==> src/rtl/violation_reset_ctrl_pkg.sv <==
// Shared definitions for the violation reset controller.
//   state_e            : controller FSM state encodings
//   Cause*             : bit positions inside viol_cause
//   TcbBaseDefault/... : default trusted-code-region bounds
//   in_tcb()           : inclusive unsigned 16-bit range check of a pc against the TCB
package violation_reset_ctrl_pkg;

  typedef enum logic [1:0] {
    StIdle    = 2'd0,
    StHold    = 2'd1,
    StRelease = 2'd2
  } state_e;

  localparam int unsigned CauseWidth   = 4;
  localparam int unsigned CausePmem    = 0;
  localparam int unsigned CauseIntrCfg = 1;
  localparam int unsigned CauseIrqTcb  = 2;
  localparam int unsigned CauseAtomic  = 3;

  localparam logic [15:0] TcbBaseDefault = 16'hA002;
  localparam logic [15:0] TcbSizeDefault = 16'h4000;

  localparam int unsigned HoldCntWidth = 8;

  // Upper bound is formed in 17 bits so a region touching 16'hFFFF cannot wrap.
  function automatic logic in_tcb(input logic [15:0] pc, input logic [15:0] base,
                                  input logic [15:0] size);
    logic [16:0] top;
    top = {1'b0, base} + {1'b0, size};
    return (pc >= base) && ({1'b0, pc} <= top);
  endfunction

endpackage

==> src/rtl/violation_reset_ctrl_if.sv <==
// Bundle between the security monitor (master) and the violation reset controller (slave).
//   viol_pmem/intr_cfg/irq_tcb/atomic : violation levels from the individual monitors
//   pc, data_addr                      : CPU state captured at the start of an episode
//   clr                                : request to clear the captured record
//   cpu_reset                          : stretched CPU reset
//   viol_cause/pc/addr/count, clr_denied : violation record
interface violation_reset_ctrl_if;
  import violation_reset_ctrl_pkg::*;

  logic                  viol_pmem;
  logic                  viol_intr_cfg;
  logic                  viol_irq_tcb;
  logic                  viol_atomic;
  logic [15:0]           pc;
  logic [15:0]           data_addr;
  logic                  clr;
  logic                  cpu_reset;
  logic [CauseWidth-1:0] viol_cause;
  logic [15:0]           viol_pc;
  logic [15:0]           viol_addr;
  logic [7:0]            viol_count;
  logic                  clr_denied;

  modport master (
    output viol_pmem, viol_intr_cfg, viol_irq_tcb, viol_atomic, pc, data_addr, clr,
    input  cpu_reset, viol_cause, viol_pc, viol_addr, viol_count, clr_denied
  );

  modport slave (
    input  viol_pmem, viol_intr_cfg, viol_irq_tcb, viol_atomic, pc, data_addr, clr,
    output cpu_reset, viol_cause, viol_pc, viol_addr, viol_count, clr_denied
  );

endinterface

==> src/rtl/violation_reset_ctrl_rst_stretch_counter.sv <==
// Down-counter that times the CPU reset hold window.
//   i_clk, i_reset_n : clock and synchronous active-low reset
//   i_load, i_load_val : load the counter (takes priority over decrement)
//   i_dec            : decrement by one; holds at zero
//   o_zero           : counter currently reads zero
module rst_stretch_counter #(
  parameter int unsigned Width = 8
) (
  input  logic             i_clk,
  input  logic             i_reset_n,
  input  logic             i_load,
  input  logic             i_dec,
  input  logic [Width-1:0] i_load_val,
  output logic             o_zero
);

  logic [Width-1:0] r_count;

  always_ff @(posedge i_clk) begin
    if (!i_reset_n) begin
      r_count <= '0;
    end else if (i_load) begin
      r_count <= i_load_val;
    end else if (i_dec && (r_count != '0)) begin
      r_count <= r_count - 1'b1;
    end
  end

  assign o_zero = (r_count == '0);

endmodule

==> src/rtl/violation_reset_ctrl.sv <==
// Violation reset controller: on any monitor violation, captures a violation record and holds
// the CPU in reset for HOLD_CYCLES cycles, extending the hold while violations persist.
//   i_clk, i_reset_n : clock and synchronous active-low reset
//   io_bus (slave)   : violation inputs, pc/data_addr, clr request, cpu_reset and the record
module violation_reset_ctrl
  import violation_reset_ctrl_pkg::*;
#(
  parameter int unsigned HOLD_CYCLES = 16,
  parameter logic [15:0] TCB_BASE    = TcbBaseDefault,
  parameter logic [15:0] TCB_SIZE    = TcbSizeDefault
) (
  input logic                   i_clk,
  input logic                   i_reset_n,
  violation_reset_ctrl_if.slave io_bus
);

  localparam logic [HoldCntWidth-1:0] HoldLoad = HoldCntWidth'(HOLD_CYCLES - 1);

  state_e                r_state, w_state_next;
  logic                  r_cpu_reset;
  logic [CauseWidth-1:0] r_cause, w_cause_next;
  logic [15:0]           r_vpc, w_vpc_next;
  logic [15:0]           r_vaddr, w_vaddr_next;
  logic [7:0]            r_count, w_count_next;
  logic                  r_denied, w_denied_next;

  logic [CauseWidth-1:0] w_viol_vec;
  logic                  w_any_viol;
  logic                  w_in_tcb;
  logic                  w_cnt_load;
  logic                  w_cnt_dec;
  logic                  w_cnt_zero;

  always_comb begin
    w_viol_vec               = '0;
    w_viol_vec[CausePmem]    = io_bus.viol_pmem;
    w_viol_vec[CauseIntrCfg] = io_bus.viol_intr_cfg;
    w_viol_vec[CauseIrqTcb]  = io_bus.viol_irq_tcb;
    w_viol_vec[CauseAtomic]  = io_bus.viol_atomic;
  end

  assign w_any_viol = |w_viol_vec;
  assign w_in_tcb   = in_tcb(io_bus.pc, TCB_BASE, TCB_SIZE);

  always_comb begin
    w_state_next  = r_state;
    w_cause_next  = r_cause;
    w_vpc_next    = r_vpc;
    w_vaddr_next  = r_vaddr;
    w_count_next  = r_count;
    w_cnt_load    = 1'b0;
    w_cnt_dec     = 1'b0;
    // An untrusted clear attempt is flagged whatever the state.
    w_denied_next = r_denied | (io_bus.clr & ~w_in_tcb);

    unique case (r_state)
      StIdle, StRelease: begin
        if (w_any_viol) begin
          w_state_next = StHold;
          w_cause_next = r_cause | w_viol_vec;
          w_vpc_next   = io_bus.pc;
          w_vaddr_next = io_bus.data_addr;
          w_count_next = (r_count == 8'hFF) ? r_count : r_count + 8'd1;
          w_cnt_load   = 1'b1;
        end else begin
          w_state_next = StIdle;
          // Trusted clear only from a quiet IDLE; a coincident violation has already won above.
          if ((r_state == StIdle) && io_bus.clr && w_in_tcb) begin
            w_cause_next  = '0;
            w_vpc_next    = '0;
            w_vaddr_next  = '0;
            w_denied_next = 1'b0;
          end
        end
      end
      StHold: begin
        w_cause_next = r_cause | w_viol_vec;
        if (!w_cnt_zero) begin
          w_cnt_dec = 1'b1;
        end else if (w_any_viol) begin
          w_cnt_load = 1'b1;
        end else begin
          w_state_next = StRelease;
        end
      end
      default: w_state_next = StIdle;
    endcase
  end

  always_ff @(posedge i_clk) begin
    if (!i_reset_n) begin
      r_state     <= StIdle;
      r_cpu_reset <= 1'b0;
      r_cause     <= '0;
      r_vpc       <= '0;
      r_vaddr     <= '0;
      r_count     <= '0;
      r_denied    <= 1'b0;
    end else begin
      r_state     <= w_state_next;
      r_cpu_reset <= (w_state_next == StHold);
      r_cause     <= w_cause_next;
      r_vpc       <= w_vpc_next;
      r_vaddr     <= w_vaddr_next;
      r_count     <= w_count_next;
      r_denied    <= w_denied_next;
    end
  end

  rst_stretch_counter #(
    .Width (HoldCntWidth)
  ) u_rst_stretch_counter (
    .i_clk      (i_clk),
    .i_reset_n  (i_reset_n),
    .i_load     (w_cnt_load),
    .i_dec      (w_cnt_dec),
    .i_load_val (HoldLoad),
    .o_zero     (w_cnt_zero)
  );

  assign io_bus.cpu_reset  = r_cpu_reset;
  assign io_bus.viol_cause = r_cause;
  assign io_bus.viol_pc    = r_vpc;
  assign io_bus.viol_addr  = r_vaddr;
  assign io_bus.viol_count = r_count;
  assign io_bus.clr_denied = r_denied;

endmodule

==> src/flat_wrapper.sv <==
// flat-port wrapper written by rule: the top's interface ports become plain ports
module violation_reset_ctrl_flat import violation_reset_ctrl_pkg::*;
#(
  parameter int unsigned HOLD_CYCLES = 16,
  parameter logic [15:0] TCB_BASE    = TcbBaseDefault,
  parameter logic [15:0] TCB_SIZE    = TcbSizeDefault
)
  (i_clk, i_reset_n, io_bus_viol_pmem, io_bus_viol_intr_cfg, io_bus_viol_irq_tcb, io_bus_viol_atomic, io_bus_pc, io_bus_data_addr, io_bus_clr, io_bus_cpu_reset, io_bus_viol_cause, io_bus_viol_pc, io_bus_viol_addr, io_bus_viol_count, io_bus_clr_denied);
  violation_reset_ctrl_if io_bus_i ();
  input logic i_clk;
  input logic i_reset_n;
  input wire logic [$bits(io_bus_i.viol_pmem)-1:0] io_bus_viol_pmem;
  input wire logic [$bits(io_bus_i.viol_intr_cfg)-1:0] io_bus_viol_intr_cfg;
  input wire logic [$bits(io_bus_i.viol_irq_tcb)-1:0] io_bus_viol_irq_tcb;
  input wire logic [$bits(io_bus_i.viol_atomic)-1:0] io_bus_viol_atomic;
  input wire logic [$bits(io_bus_i.pc)-1:0] io_bus_pc;
  input wire logic [$bits(io_bus_i.data_addr)-1:0] io_bus_data_addr;
  input wire logic [$bits(io_bus_i.clr)-1:0] io_bus_clr;
  output wire logic [$bits(io_bus_i.cpu_reset)-1:0] io_bus_cpu_reset;
  output wire logic [$bits(io_bus_i.viol_cause)-1:0] io_bus_viol_cause;
  output wire logic [$bits(io_bus_i.viol_pc)-1:0] io_bus_viol_pc;
  output wire logic [$bits(io_bus_i.viol_addr)-1:0] io_bus_viol_addr;
  output wire logic [$bits(io_bus_i.viol_count)-1:0] io_bus_viol_count;
  output wire logic [$bits(io_bus_i.clr_denied)-1:0] io_bus_clr_denied;
  assign io_bus_i.viol_pmem = io_bus_viol_pmem;
  assign io_bus_i.viol_intr_cfg = io_bus_viol_intr_cfg;
  assign io_bus_i.viol_irq_tcb = io_bus_viol_irq_tcb;
  assign io_bus_i.viol_atomic = io_bus_viol_atomic;
  assign io_bus_i.pc = io_bus_pc;
  assign io_bus_i.data_addr = io_bus_data_addr;
  assign io_bus_i.clr = io_bus_clr;
  assign io_bus_cpu_reset = io_bus_i.cpu_reset;
  assign io_bus_viol_cause = io_bus_i.viol_cause;
  assign io_bus_viol_pc = io_bus_i.viol_pc;
  assign io_bus_viol_addr = io_bus_i.viol_addr;
  assign io_bus_viol_count = io_bus_i.viol_count;
  assign io_bus_clr_denied = io_bus_i.clr_denied;
  violation_reset_ctrl #(.HOLD_CYCLES(HOLD_CYCLES), .TCB_BASE(TCB_BASE), .TCB_SIZE(TCB_SIZE)) u_core (.i_clk(i_clk), .i_reset_n(i_reset_n), .io_bus(io_bus_i));
endmodule
==> config.mk <==
export PLATFORM = sky130hd
export DESIGN_NAME = violation_reset_ctrl_flat
export DESIGN_NICKNAME = d
export VERILOG_FILES = /design/src/rtl/violation_reset_ctrl_pkg.sv /design/src/rtl/violation_reset_ctrl_if.sv /design/src/rtl/violation_reset_ctrl_rst_stretch_counter.sv /design/src/rtl/violation_reset_ctrl.sv /design/src/flat_wrapper.sv
export SDC_FILE = /design/constraint.sdc
export NUM_CORES = 1
export LEC_CHECK = 0
export CAP_MARGIN = 25
export CORE_ASPECT_RATIO = 1.2
export CORE_UTILIZATION = 39
export DETAILED_ROUTE_END_ITERATION = 12
export PLACE_DENSITY = 0.78
export SLEW_MARGIN = 15
export SYNTH_ARGS = -nofsm -noshare
export SYNTH_HDL_FRONTEND = slang
export SYNTH_SLANG_ARGS = --single-unit
==> constraint.sdc <==
create_clock -name i_clk -period 1.74 [get_ports i_clk]
set_clock_uncertainty 0.1 [all_clocks]
set_input_delay 0.522 -clock i_clk [delete_from_list [all_inputs] [get_ports i_clk]]
set_output_delay 0.522 -clock i_clk [all_outputs]
set_load 0.02 [all_outputs]
==> results of run 1 <==
## Yosys cell counts (3+ instances only)
master,number
nor2_1,6
buf_2,5
a22o_1,32
nand3_1,4
nand2_1,13
o21ai_0,6
a311oi_1,4
or4_1,6
a31oi_1,3
a21oi_1,12
o31ai_1,4
nor4_1,3
or3_2,3
dfxtp_1,56
clkbuf_1,4
inv_1,6
nor3_1,3
## worst max-delay path, cell delays in order, from the launching register on
cell and delay [ns]:
dfxtp_2 0.34, or4_4 0.57, buf_6 0.15, o41ai_4 0.31
a21o_1 0.26, a21oi_1 0.06
## sequential cells by signal, indices dropped and copies added (netlist names)
register and cells:
u_core.io_bus.viol_pc 16, u_core.r_state 2, u_core.u_rst_stretch_counter.r_count 8, u_core.io_bus.viol_addr 16, u_core.io_bus.viol_cause 4, u_core.io_bus.viol_count 8, u_core.io_bus.cpu_reset 1, u_core.io_bus.clr_denied 1
## routing by layer
metal	part of all wire (%)	routed length (um)
met5	0	0
met3	5.8	396
met4	2.9	198
met1	40	2709
met2	51	3503
## final cells by class
type	instances	area [sq um]	share of cell area, %
Timing Repair Buffer	133	1215	32.75
Multi-Input combinational cell	133	1152	31.06
Inverter	7	27.53	0.7420
Clock inverter	2	38.79	1.046
Sequential cell	56	1126	30.35
Tap cell	62	77.57	2.091
Clock buffer	6	72.57	1.956
## cells by family after synthesis
kind of cell / count (synthesis)
AO/OA/AOI/OAI: 74
flip-flops: 56
AND/OR/NAND/NOR: 51
buffers and inverters: 16
XOR/XNOR: 3
multiplexers: 3
adder cells (fa/ha/maj): 2
## report_power, final
group / internal, mW / total [mW] / switching, mW / leakage [nW]
clock network: 0.436 / 0.879 / 0.443 / 0.0558
registers: 1.37 / 1.43 / 0.0531 / 0.464
logic: 0.407 / 0.799 / 0.392 / 1.13
total: 2.22 / 3.11 / 0.888 / 1.65
## worst max-delay path by stage
| stage | to | from | slack, ns |
|---|---|---|---|
| final | u_core.u_rst_stretch_counter.r_count[7]$_SDFFE_PP0P_ | u_core.u_rst_stretch_counter.r_count[5]$_SDFFE_PP0P_ | -0.15 |
| after global routing | u_core.u_rst_stretch_counter.r_count[7]$_SDFFE_PP0P_ | u_core.u_rst_stretch_counter.r_count[5]$_SDFFE_PP0P_ | -0.20 |
| after CTS | u_core.u_rst_stretch_counter.r_count[1]$_SDFFE_PN0P_ | u_core.u_rst_stretch_counter.r_count[5]$_SDFFE_PP0P_ | -0.15 |
| after detailed placement | u_core.io_bus.viol_cause[3]$_SDFFE_PN0P_ | io_bus_pc[9] | -0.70 |
| after global placement | u_core.io_bus.viol_pc[9]$_SDFFE_PN0P_ | io_bus_pc[5] | -0.66 |
| after floorplan | u_core.u_rst_stretch_counter.r_count[1]$_SDFFE_PN0P_ | u_core.u_rst_stretch_counter.r_count[5]$_SDFFE_PP0P_ | -0.12 |
## what timing repair did
action / 4_1_cts / 5_1_grt
endpoints found under the setup margin: 101 / 53
setup buffers: 12 / 2
hold buffers: 0 / 0
resized for setup: 135 / 17
endpoints found under the hold margin: 0 / 0
cloned: 4 / 0
pin swaps: 23 / 9
==> impl_results.md, run 1 <==
- Status: finished with violations
- Failing checks: negative setup slack
- Worst r2r src: u_core.u_rst_stretch_counter.r_count[5]$_SDFFE_PP0P_
- Period utilization: 108.7%
- Die span in y: 83.30 um
- Cell Area, Placed: 3294 sq um
- DR vias/cell: 5.546
- IO Pins: 85
- Post-synthesis compound-gate area fraction: 27.08%
- Filler cells: about 390
- Number of global-route vias before repair: 2272
- PnR Total Power: 3.106 mW
- Full die area: 5810 sq um
- Yosys cell types: 44
- Syn_nets: between 200 and 250
- PD cells: between 800 and 900 nW/um^2
- Setup TNS: -1.060 ns
- Number of synthesized flops with an enable pin: 0
- Main combinational cell family by area after synthesis: compound AO/OA/AOI/OAI gates
- Leak Pwr: 1.647 nW
- CTS tree: done
- Worst hold stages: 2
- Initial antenna violation count: 0
- Post-synth ARST share: 0%
- Worst Path Arrival: 2.00 ns
- Fin. max-slew vios: 0
- Setup violators final: 11
- Mapped Area: roughly 2100 sq um
- Largest area contributor in the netlist: dfxtp_1
- Clk_lat worst skew: 0.31 ns
- Top FF cell, synth: dfxtp_1
- CP Launch Type: register
- Max Cap Viol: 0
- # diodes: 0
- Final WS setup: -0.1510 ns
- Mux contribution to synthesized area: 1.456%
- Site Rows: 29
- TritonCTS buffer count: 5
- Sequential share of the synthesized area: 52.18%
- H-tree Lvls: 2
- DPL Wire Length: 4.096 mm
- CP Class: reg2reg
- Final std cells w/o fill: ~400
- Xor and xnor area share after synthesis: 1.223%
- Share of post-route cells with drive strength above 1: 32.34%
- Gpl congestion: 0.7949
- R2r worst-path depth: 5
- Fin. Hold Viols: 0
- Top cells by area, synth: dfxtp_1 (52%), a22o_1 (13%), a21oi_1 (2.8%)
- Data required, critical path: 1.85 ns
- Grt met1 use: approximately 27%
- Design Area, Final: approximately 3700 sq um
- Largest net degree at the start of global routing: 18
- CTS max path bufs: 2
- Type of the most critical hold path: in2reg
- GR Util met2: 42.01%
- Slew @ Worst Pin: 0.4304 ns
- Synth Area per Inst: between 10 and 15 sq um
- Routed WL: 6.807 mm
- Most common cell after layout, fill and taps aside: dlygate4sd2_1
- Top Usage Layer GRT: met2
- DR pass1 iterations: 4
- Max Clk Rate: 0.5288 GHz
- Final ANT Viol Nets: 0
- Simple-Gate Fraction of Synth Area: 13.80%
- Area grow syn2layout: 72.69%
- Dpl cells: 373
- Die Width: 69.75 um
- DRT iter0 DRCs: between 40 and 50
- R2r setup slk: -0.15 ns
- Post-place setup slack: -0.7012 ns
- Crit path max fanout: 4
- Hold Slack: 0.3214 ns
- # port buffers: 84
- Most frequent cells in the layout: dlygate4sd2_1 (54), dfxtp_1 (52), buf_4 (35)
- Syn. warnings: 0
- Clock transition at path regs: 0.10 ns
- R2r endpoint: u_core.u_rst_stretch_counter.r_count[7]$_SDFFE_PP0P_
- GRT overflow: 0
- Post-Syn Instances: 205
- NumNets Final: 377
- RSZ-0062 raised after global routing: yes
- First-pass GRT wire length: between 10 and 15 mm
- Worst Hold Endpoint: u_core.io_bus.viol_pc[4]$_SDFFE_PN0P_
- Worst rel slew slack: 71.26%
- Worst VDD drop: 0.6180 mV
- DRC errors left: 0
- DR vias: 2213
- Hold path startpoint: io_bus_pc[4]
- Initial core utilization: 40.55%
- FF+latch count, synth: 56
- Post-synth top area share: 52.18%
- Root buf cell: clkbuf_8
- CP endpoint kind: register
- Clock sink count: 56
- Final Util: 70.03%
- GRT Total Usage: 23.85%
- Post-Synth Adder-Cell Area: 1.165%
- CORE AREA: 5298 sq um
- WL per Instance: 17.06 um
- Grt met3 use: 5.461%
- Fin crit period: 1.891 ns
Power figures use the tool's default switching activity.
==> run 2: changes to the inputs <==
--- a/config.mk
+++ b/config.mk
@@ -14,3 +14,4 @@
 export SYNTH_ARGS = -nofsm -noshare
 export SYNTH_HDL_FRONTEND = slang
 export SYNTH_SLANG_ARGS = --single-unit
+export TNS_END_PERCENT = 20
==> impl_results.md, run 2 (synthesis gave the netlist of run 1 again) <==
- Grt met3 use: 4.612% (-0.85 points)
- GRT Total Usage: 21.06% (-2.8 points)
- NumNets Final: 370 (-1.9%)
- Largest net degree at the start of global routing: 33 (+15)
- Status: finished with violations
- Number of global-route vias before repair: 2158 (-5.0%)
- Fin. max-slew vios: 0 (unchanged)
- First-pass GRT wire length: 9.860 mm (-9.8%)
- Design Area, Final: 3586 sq um (-3.3%)
- Slowest CP cell: or4_4
- Slew @ Worst Pin: 0.3120 ns (-0.1184 ns)
- DR vias: 2180 (-1.5%)
- Gpl congestion: 0.7698 (-3.2%)
- Period utilization: 103.3% (-5.4 points)
- Clock sink count: 56 (unchanged)
- Top Usage Layer GRT: met2
- DRC errors left: 0 (unchanged)
- Die Width: 69.75 um (unchanged)
- DR pass1 iterations: 4 (unchanged)
- Worst hold stages: 2 (unchanged)
- PD cells: 795.0 nW/um^2 (-5.0%)
- Final Util: 67.69% (-2.3 points)
- DPL Wire Length: 4.125 mm (+0.73%)
- Register area: 1126 sq um (unchanged)
- Clock transition at path regs: 0.10 ns (about the same)
- RSZ-0062 raised after global routing: yes
- CP Launch Type: register
- H-tree Lvls: 2 (unchanged)
- Worst rel slew slack: 79.01% (+7.7 points)
- Hold Slack: 0.3410 ns (+0.01957 ns)
- Max Cap Viol: 0 (unchanged)
- Type of the most critical hold path: in2reg
- CTS tree: done
- Site Rows: 29 (unchanged)
- Crit path max fanout: 6 (+2)
- Max Clk Rate: 0.5564 GHz (+5.2%)
- IO Pins: 85 (unchanged)
- Initial core utilization: 40.55% (unchanged)
- Clk_lat worst skew: 0.31 ns (about the same)
- Share of post-route cells with drive strength above 1: 31.91% (-0.43 points)
- Max incr delay on CP: 0.60 ns (+0.03 ns)
- Crit path cell chain: or4_4 -> o31ai_4 -> mux2_4 -> a21oi_2
- Failing checks: negative setup slack
- Grt met1 use: 24.77% (-2.5 points)
- Setup TNS: -0.1173 ns (+0.9428 ns)
- Fin. Hold Viols: 0 (unchanged)
- WL per Instance: 15.52 um (-9.0%)
- Cell Area, Placed: 3306 sq um (+0.34%)
- Hold-fix buffers at CTS: 0 (unchanged)
- GR Util met2: 36.98% (-5.0 points)
- Area of the multi-input gates: 1176 sq um (+2.1%)
- Area grow syn2layout: 66.92%
- Initial antenna violation count: 0 (unchanged)
- Leak Pwr: 1.579 nW (-4.1%)
- Worst VDD drop: 0.5468 mV (-12%)
- DRT iter0 DRCs: 105 (+130%)
- Routed WL: 6.070 mm (-11%)
- CP endpoint kind: register
- Fin crit period: 1.797 ns (-0.09370 ns)
- GRT overflow: 0 (unchanged)
- DR vias/cell: 5.575 (+0.52%)
- CORE AREA: 5298 sq um (unchanged)
- Die span in y: 83.30 um (unchanged)
- Full die area: 5810 sq um (unchanged)
- Final WS setup: -0.05731 ns (+0.09370 ns)
- Most frequent cells in the layout: dlygate4sd2_1 (52), dfxtp_1 (52), buf_4 (36)
- R2r worst-path depth: 4 (-1)
- Setup violators final: 7 (-4)
- Worst Path Arrival: 1.94 ns (-0.06 ns)
- Filler cells: 411 (+5.1%)
- # diodes: 0 (unchanged)
- CTS max path bufs: 2 (unchanged)
- Final ANT Viol Nets: 0 (unchanged)
- CP Class: reg2reg
- # port buffers: 84 (unchanged)
- Data required, critical path: 1.89 ns (+0.04 ns)
- Root buf cell: clkbuf_8
- TritonCTS buffer count: 5 (unchanged)
run 2: layout make-up:
type                       instances  share of cell area [%]
timing repair buffer             126                   30.60
clock buffer                       6                   2.024
multi-input combinational        133                   32.80
tap                               62                   2.163
clock inverter                     1                  0.2442
sequential                        56                   31.40
inverter                           7                  0.7676
run 2: per-layer routing:
metal	vias up	part of all wire, %
li1	1028	-
met1	1054	41
met2	86	50
met3	12	6.5
met4	0	2.3
met5	-	0
run 2: repair_timing:
item                                   in CTS  in global routing
pin swaps                                  11                  9
endpoints found under the hold margin       0                  0
gates cloned                                2                  0
gates resized for setup                   121                 32
setup endpoints to repair                 101                 49
buffers inserted                            6                  2
run 2: power breakdown:
| part | internal (mW) | leakage [nW] | switching (mW) |
|---|---|---|---|
| clock network | 0.283 | 0.0417 | 0.417 |
| registers | 1.38 | 0.463 | 0.0568 |
| logic | 0.355 | 1.07 | 0.363 |
run 2: stage by stage:
stage,std cells,worst slack [ns],power [mW]
finish,391,-0.05731,2.851
global route,391,-0.1192,2.984
CTS,390,-0.1256,2.835
detailed placement,375,-0.6664,2.151
global placement,375,-0.6477,2.138
floorplan,205,-0.1163,1.779
run 2: final timing paths:
path	from	endpoint	slack (ns)
worst max-delay path	u_core.u_rst_stretch_counter.r_count[5]$_SDFFE_PP0P_	u_core.u_rst_stretch_counter.r_count[1]$_SDFFE_PN0P_	-0.06
worst min-delay path	io_bus_pc[4]	u_core.io_bus.viol_pc[4]$_SDFFE_PN0P_	0.34
worst max register to register	u_core.u_rst_stretch_counter.r_count[5]$_SDFFE_PP0P_	u_core.u_rst_stretch_counter.r_count[1]$_SDFFE_PN0P_	-0.06
worst min register to register	u_core.io_bus.viol_pc[2]$_SDFFE_PN0P_	u_core.io_bus.viol_pc[2]$_SDFFE_PN0P_	0.38
run 2: worst max-delay path, delay by kind of cell, from the launching register on:
kind	cells	cell delay [ns]
AOI/OAI and AO/OA	2	0.37
and+or+nand+nor	1	0.60
muxes	1	0.33
DFF	1	0.32
